--- src/rtl/dmem_arbiter.sv ---
// dmem_arbiter: two-port arbiter in front of a single-port data memory.
//   Port 0 is the CPU load/store path. Port 1 is the loader/debug DMA path.
//   Ownership is registered, so the grant for a cycle is decided at the
//   preceding edge. A starvation guard hands the memory to port 1 after it
//   has waited MAX_WAIT consecutive cycles behind port 0.
// Ports:
//   clk_i, reset_i          clock (rising edge), asynchronous active-high reset
//   reqN_i, weN_i           port N request (held until served) and write enable
//   addrN_i, wdataN_i       port N byte address and write data
//   gntN_o                  port N owns the memory this cycle (registered)
//   rvalidN_o               mem_rdata_i carries port N read data this cycle
//   rdataN_o                read data fanned out to port N
//   mem_addr_o, mem_wdata_o owner's address and write data, else 0
//   mem_we_o                memory write enable
//   mem_rdata_i             combinational read data from the memory
//   err_o                   1-cycle pulse after an owner's illegal access
module dmem_arbiter #(
    parameter int unsigned DATA_W   = 32,
    parameter int unsigned ADDR_W   = 32,
    parameter int unsigned WORDS    = 64,
    parameter int unsigned MAX_WAIT = 4
) (
    input  logic              clk_i,
    input  logic              reset_i,
    input  logic              req0_i,
    input  logic              we0_i,
    input  logic [ADDR_W-1:0] addr0_i,
    input  logic [DATA_W-1:0] wdata0_i,
    output logic              gnt0_o,
    output logic              rvalid0_o,
    output logic [DATA_W-1:0] rdata0_o,
    input  logic              req1_i,
    input  logic              we1_i,
    input  logic [ADDR_W-1:0] addr1_i,
    input  logic [DATA_W-1:0] wdata1_i,
    output logic              gnt1_o,
    output logic              rvalid1_o,
    output logic [DATA_W-1:0] rdata1_o,
    output logic [ADDR_W-1:0] mem_addr_o,
    output logic [DATA_W-1:0] mem_wdata_o,
    output logic              mem_we_o,
    input  logic [DATA_W-1:0] mem_rdata_i,
    output logic              err_o
);

    localparam logic [ADDR_W-1:0] AddrLimit = ADDR_W'(4 * WORDS);
    localparam logic [3:0]        WaitLast  = 4'(MAX_WAIT - 1);

    typedef enum logic [1:0] {StIdle, StOwn0, StOwn1} state_e;

    state_e      state_q, state_d;
    logic [3:0]  wait_cnt_q, wait_cnt_d;
    logic        gnt0_q, gnt1_q;
    logic        err_q, err_d;

    logic              own_req, own_we, legal;
    logic [ADDR_W-1:0] own_addr;
    logic [DATA_W-1:0] own_wdata;

    always_comb begin
        state_d    = state_q;
        wait_cnt_d = '0;
        unique case (state_q)
            StIdle: begin
                if (req0_i)      state_d = StOwn0;
                else if (req1_i) state_d = StOwn1;
            end
            StOwn0: begin
                if (!req0_i)                                 state_d = req1_i ? StOwn1 : StIdle;
                else if (req1_i && wait_cnt_q == WaitLast)   state_d = StOwn1;
            end
            StOwn1: begin
                // Port 1 keeps the memory while it requests; loader bursts are bounded.
                if (!req1_i) state_d = req0_i ? StOwn0 : StIdle;
            end
            default: state_d = StIdle;
        endcase
        // Count only while port 1 keeps waiting behind port 0; any other case clears.
        if (state_q == StOwn0 && req1_i && state_d == StOwn0) begin
            wait_cnt_d = (wait_cnt_q == WaitLast) ? wait_cnt_q : wait_cnt_q + 4'd1;
        end
    end

    // Owner mux; an idle memory sees zeros.
    always_comb begin
        own_req   = 1'b0;
        own_we    = 1'b0;
        own_addr  = '0;
        own_wdata = '0;
        if (gnt0_q) begin
            own_req   = req0_i;
            own_we    = we0_i;
            own_addr  = addr0_i;
            own_wdata = wdata0_i;
        end else if (gnt1_q) begin
            own_req   = req1_i;
            own_we    = we1_i;
            own_addr  = addr1_i;
            own_wdata = wdata1_i;
        end
        legal = (own_addr[1:0] == 2'b00) && (own_addr < AddrLimit);
        err_d = own_req & ~legal;
    end

    always_ff @(posedge clk_i or posedge reset_i) begin
        if (reset_i) begin
            state_q    <= StIdle;
            wait_cnt_q <= '0;
            gnt0_q     <= 1'b0;
            gnt1_q     <= 1'b0;
            err_q      <= 1'b0;
        end else begin
            state_q    <= state_d;
            wait_cnt_q <= wait_cnt_d;
            gnt0_q     <= (state_d == StOwn0);
            gnt1_q     <= (state_d == StOwn1);
            err_q      <= err_d;
        end
    end

    assign gnt0_o      = gnt0_q;
    assign gnt1_o      = gnt1_q;
    assign err_o       = err_q;
    assign mem_addr_o  = own_addr;
    assign mem_wdata_o = own_wdata;
    assign mem_we_o    = own_we & own_req & legal;
    assign rvalid0_o   = gnt0_q & req0_i & ~we0_i & legal;
    assign rvalid1_o   = gnt1_q & req1_i & ~we1_i & legal;
    assign rdata0_o    = mem_rdata_i;
    assign rdata1_o    = mem_rdata_i;

endmodule

--- config.mk ---
export PLATFORM = sky130hd
export DESIGN_NAME = dmem_arbiter
export DESIGN_NICKNAME = d
export VERILOG_FILES = /design/src/rtl/dmem_arbiter.sv
export SDC_FILE = /design/constraint.sdc
export NUM_CORES = 1
export LEC_CHECK = 0
export ABC_AREA = 0
export BUFFER_PORTS_ARGS = -buffer_cell sky130_fd_sc_hd__buf_4
export CORE_AREA = 2 2 118 120
export DETAILED_ROUTE_END_ITERATION = 8
export DIE_AREA = 0 0 120 122
export PLACE_DENSITY_LB_ADDON = 0.25
export SLEW_MARGIN = 20
export SYNTH_ARGS = -nofsm -noshare
export SYNTH_HDL_FRONTEND = slang
export SYNTH_SLANG_ARGS = --single-unit
--- constraint.sdc ---
create_clock -name clk_i -period 2.6 [get_ports clk_i]
set_clock_uncertainty 0.2 [all_clocks]
set_input_delay 0.39 -clock clk_i [delete_from_list [all_inputs] [get_ports clk_i]]
set_output_delay 0.39 -clock clk_i [all_outputs]
set_load 0.01 [all_outputs]
Word-level counts from Yosys, hierarchy flattened
Index checks and enable logic that the tools add are counted.
- word-level logic and storage cells: 49
- flip-flop bits (word level): 9
- input bits: 166
- output and inout bits: 134
- magnitude comparators: 1
- eq/ne operators: 6
- mux-type cells: 18
- bitwise operators: 12
- reductions and logical operators: 6
- add/subtract/negate cells: 1
- operators with widths (kind ; count):
    $mux W32 ; 4
    $lt A32 B9 Y1 const B ; 1
    $mux W2 ; 6
    $and A1 B1 Y1 ; 9
    $mux W4 ; 2
    $pmux W2 S3 ; 1
    $mux W1 ; 5
    $add A4 B1 Y4 const B ; 1
    $eq A2 B1 Y1 const B ; 2
    $eq A2 B2 Y1 const B ; 2
    $eq A4 B2 Y1 const B ; 1
    $logic_and A1 B1 Y1 ; 4
    $logic_not A2 Y1 ; 2
    $not A1 Y1 ; 3
    $ne A2 B2 Y1 const B ; 1

Depth between registers and ports, before layout
- depth after elaboration: 8
- depth in mapped cells: 5
- gate-level depth less buffers: 5

Worst setup path before layout
Ideal clock, no wire load.
- path kind: input to output
- from: in addr0_i[14]
- to: out rvalid0_o
- required time: 2.010 ns
- setup slack: 0.366 ns
- arrival: 1.644 ns
- cell stages on the path: 4
- buffers on the path: 0
- cells stage by stage: o41ai_2 o21ai_1 or4_4 nor4_2
- cells in the longest elaborated chain, start to end: 4
- ends and longest elaborated chain (item ; line ; RTL):
    start, declared ; 27 ; input logic [ADDR_W-1:0] addr0_i,
    $mux W32 ; 90 ; if (gnt0_q) begin
    $lt A32 B9 Y1 ; 101 ; legal = (own_addr[1:0] == 2'b00) && (own_addr < AddrLimit);
    $logic_and A1 B1 Y1 ; 101 ;
    $and A1 B1 Y1 ; 127 ; assign rvalid0_o = gnt0_q & req0_i & ~we0_i & legal;
    end, declared ; 30 ; output logic rvalid0_o,
Every way passes these cells.

Worst setup path in the final report
- from: in addr0_i[16]
- to: out rvalid0_o
The elaborated chain is that of the path after synthesis.

==> summary.txt <==
Placed design
  – Final Wtd Congestion: 0.878
  – PortBufs: 203
  – Placed inst area: 2980 um2
  – Dpl hpwl: 7190 um

Route
  – DRC: 0
  – Avg Vias per Cell: 4.06
  – DRT iter0 DRCs: 79
  – Avg WL per Cell: 15.6 um
  – Via count: 2168
  – Drt total wl: 8310 um
  – First-pass DRT Iterations: 4
  – Post-route ant nets: 0

Timing
  – Actual slew at the worst max-slew pin: 0.379 ns
  – Setup violations, final: 0
  – RSZ-0062 raised after global routing: yes
  – Fin Hold WS: 0.188 ns
  – Final Hold Viols: 0
  – Peak Freq: 392 MHz
  – Slew margin rel.: 74.5%
  – Max Slew Vio Count: 0
  – Post-layout min period: 2.55 ns
  – Tcrit/Tclk final: 98.2%
  – Setup TNS Final: 0 ns

Flow run
  – Max Cap Viol: 0

Critical path
  – R2R setup slack: 0.81 ns
  – CP Data Arrival Time: 1.96 ns
  – Most frequent CP cell: buf_4
  – CP Cell Sequence: buf_4 -> nor4_4 -> a21boi_1 -> or4_4 -> nor4_2 -> buf_4
  – Largest stage delay on the critical path: 0.59 ns
  – R2r startpoint: gnt0_o$_DFF_PP0_
  – Startpoint types: input port
  – Slowest stage cell, crit path: or4_4
  – Crit. End Element: output pin
  – Worst r2r path cells: 5
  – Critical path data required time: 2.01 ns
  – CP Max Fanout: 4
  – Crit Path Class: in2out
  – RR Endpoint: err_o$_DFF_PP0_

Floorplan
  – Starting Density: 12.6%
  – Die Height: 122 um
  – # rows: 43
  – Die Area: 14600 um2
  – IO Pins: 300
  – Die X: 120 um
  – Core area: 13500 um2

Global route
  – GRT Resource Usage Total: 10.4%
  – Antenna violations before repair: 0
  – First-pass GRT wire length: 12100 um
  – GRT overflow: 0
  – Vias in the first global route: 2245
  – Pin count of the biggest net entering global routing: 33

Finish
  – Share of cells above drive strength 1: 65.3%
  – P&R area growth vs syn: 85.1%
  – # fillers: 1517
  – Multi-input logic area: 985 um2
  – Util after Layout: 23.3%
  – Ant diodes: 0
  – Finished Cell Area: 3150 um2
  – Fin nets: 522
  – FF/Latch Area: 228 um2

CTS
  – # H-tree levels: 1
  – CTS tree: done
  – CTS Root Cell: clkbuf_16
  – Clock Sinks: 9
  – Clock buffer depth: 2
  – Skew-Pair Late Insertion Delay: 0.23 ns
  – Reg clk slew, reported paths: 0.04 ns
  – CTS Buf Count: 3

Worst hold path
  – Worst Hold Launch: req0_i
  – Worst hold path cell count: 2
  – HP Class: in2reg
  – Min-Delay Endpoint: gnt1_o$_DFF_PP0_

Power and ir drop
  – Switching Share: 32.3%
  – Switching power: 336 uW
  – Peak VDD IR: 0.182 mV
  – Clock power frac: 25.9%
  – Part of the power in registers: 15.3%
  – PwrDens: 331 nW/um2
  – P_int: 706 uW
  – Leakage power: 0.00157 uW
  – Part of the power in combinational logic: 58.8%

Status
  – Run status: finished, final reports clean

Logic synthesis
  – Register bit count reported by yosys: 9
  – Gate count of the mapped netlist: 214
  – Mapped Nets: 381
  – Seq/Total Area, Yosys: 13.2%
  – Synthesis Warnings: 0
  – Avg Synthesized Cell Area: 7.96 um2
  – Synth async-reset ratio: 100%
  – EDFF count, synth: 0
  – Synth Flop Type: dfrtp_1
  – Synth Cell Area: 1700 um2
  – Post-synth cell types: 32
==> Yosys cell counts (all sizes together), types with 2 or more instances <==
cell,number,area (um2)
nand2,15,56.3
nor4,11,81.3
a31oi,3,18.8
nor2,7,26.3
clkbuf,12,45.0
nand3b,2,15.0
a21oi,4,20.0
inv,4,15.0
nor3,2,10.0
nand4,2,12.5
a22o,62,544
dfrtp,9,225
buf,66,497
==> how the worst max path moves through the flow <==
stage	startpoint	to	cells past startpoint	slack [ns]
after floorplan	addr0_i[14]	rvalid0_o	4	0.37
after global placement	addr1_i[16]	rvalid0_o	6	-0.05
after detailed placement	addr0_i[16]	rvalid0_o	6	-0.02
after CTS	addr0_i[20]	rvalid0_o	6	0.005
after global routing	gnt0_o$_DFF_PP0_	mem_we_o	6	-0.01
final	addr0_i[16]	rvalid0_o	6	0.05
==> layout by cell type, fill, tap and decap left out <==
master | Yosys | routed
buf_4 | 64 | 211
a22o_1 | 61 | 61
nand2_1 | 15 | 15
dfrtp_1 | 9 | 7
nor2_1 | 7 | 6
nor4_1 | 9 | 5
inv_1 | 4 | 4
a21oi_1 | 4 | 4
nor4_2 | 2 | 4
a31oi_1 | 3 | 3
clkbuf_16 | 0 | 3
nand3b_1 | 2 | 2
nor4_4 | 0 | 2
nand4_1 | 2 | 2
nor3_1 | 2 | 2
dfrtp_2 | 0 | 2
nor3b_1 | 1 | 1
or4b_1 | 1 | 1
mux2_2 | 1 | 1
nor2_4 | 0 | 1
a22o_2 | 1 | 1
a21boi_1 | 1 | 1
nand2b_4 | 0 | 1
o41ai_2 | 1 | 1
o21ai_1 | 1 | 1
or4_4 | 1 | 1
nor4b_2 | 0 | 1
o21a_1 | 1 | 1
o21ba_1 | 1 | 1
a32oi_1 | 1 | 1
nand3_1 | 1 | 1
xor2_1 | 1 | 1
ha_1 | 1 | 1
clkbuf_1 | 12 | 1
dlygate4sd3_1 | 0 | 1
buf_8 | 0 | 1
buf_6 | 1 | 1
==> registers in the layout (all words and copies together), names as in the netlist <==
| register | flops |
|---|---|
| state_q | 2 |
| err_o | 1 |
| gnt1_o | 1 |
| gnt0_o | 1 |
| wait_cnt_q | 4 |
==> cells by family after synthesis <==
| kind of cell | Yosys count | synth area share [%] |
|---|---|---|
| buffers and inverters | 82 | 32.7 |
| AO/OA/AOI/OAI | 75 | 37.5 |
| AND/OR/NAND/NOR | 45 | 14.7 |
| flip-flops | 9 | 13.2 |
| XOR/XNOR | 1 | 0.514 |
| multiplexers | 1 | 0.661 |
| adder cells (fa/ha/maj) | 1 | 0.735 |
==> power by group through the flow <==
stage | combinational [uW] | clock, uW | sequential [uW]
2_1_floorplan | 329 | 0 | 158
3_3_place_gp | 600 | 0 | 161
3_5_place_dp | 602 | 0 | 161
4_1_cts | 614 | 278 | 158
5_1_grt | 661 | 286 | 161
6_report | 613 | 270 | 159
==> critical path, delay by kind of cell <==
kind / cells / cell delay [ns]
buf+inv: 2 / 0.29
compound gates: 1 / 0.13
simple gates: 3 / 1.15
==> area by class of cell <==
| type | count | share of cell area [%] |
|---|---|---|
| repair buffers | 214 | 51.4 |
| multi-input cells | 123 | 31.2 |
| flip-flops and latches | 9 | 7.23 |
| well taps | 180 | 7.15 |
| clock buffers | 4 | 2.50 |
| inverters | 4 | 0.476 |
==> per-layer routing <==
layer	up-vias	global-route usage (%)	part of all wire, %
li1	1026	-	-
met1	989	11.8	38
met2	107	18.9	52
met3	46	1.78	5.8
met4	0	5.29	4.5
met5	-	0	0
==> through the flow <==
step / instances / total power (uW) / setup WS (ns)
after floorplan: 214 / 487 / 0.366
after global placement: 527 / 761 / -0.0464
after detailed placement: 527 / 763 / -0.0180
after CTS: 534 / 1050 / 0.00541
after global routing: 534 / 1110 / -0.0122
final: 534 / 1040 / 0.0480
==> timing repair <==
item                                    CTS  global route
gates cloned                              0             0
setup buffers                             2             0
pin swaps                                 0             0
hold buffers                              1             0
endpoints found under the setup margin    3             3
hold endpoints to repair                  9             0
gates resized for setup                   4             8
Power figures use the tool's default switching activity.
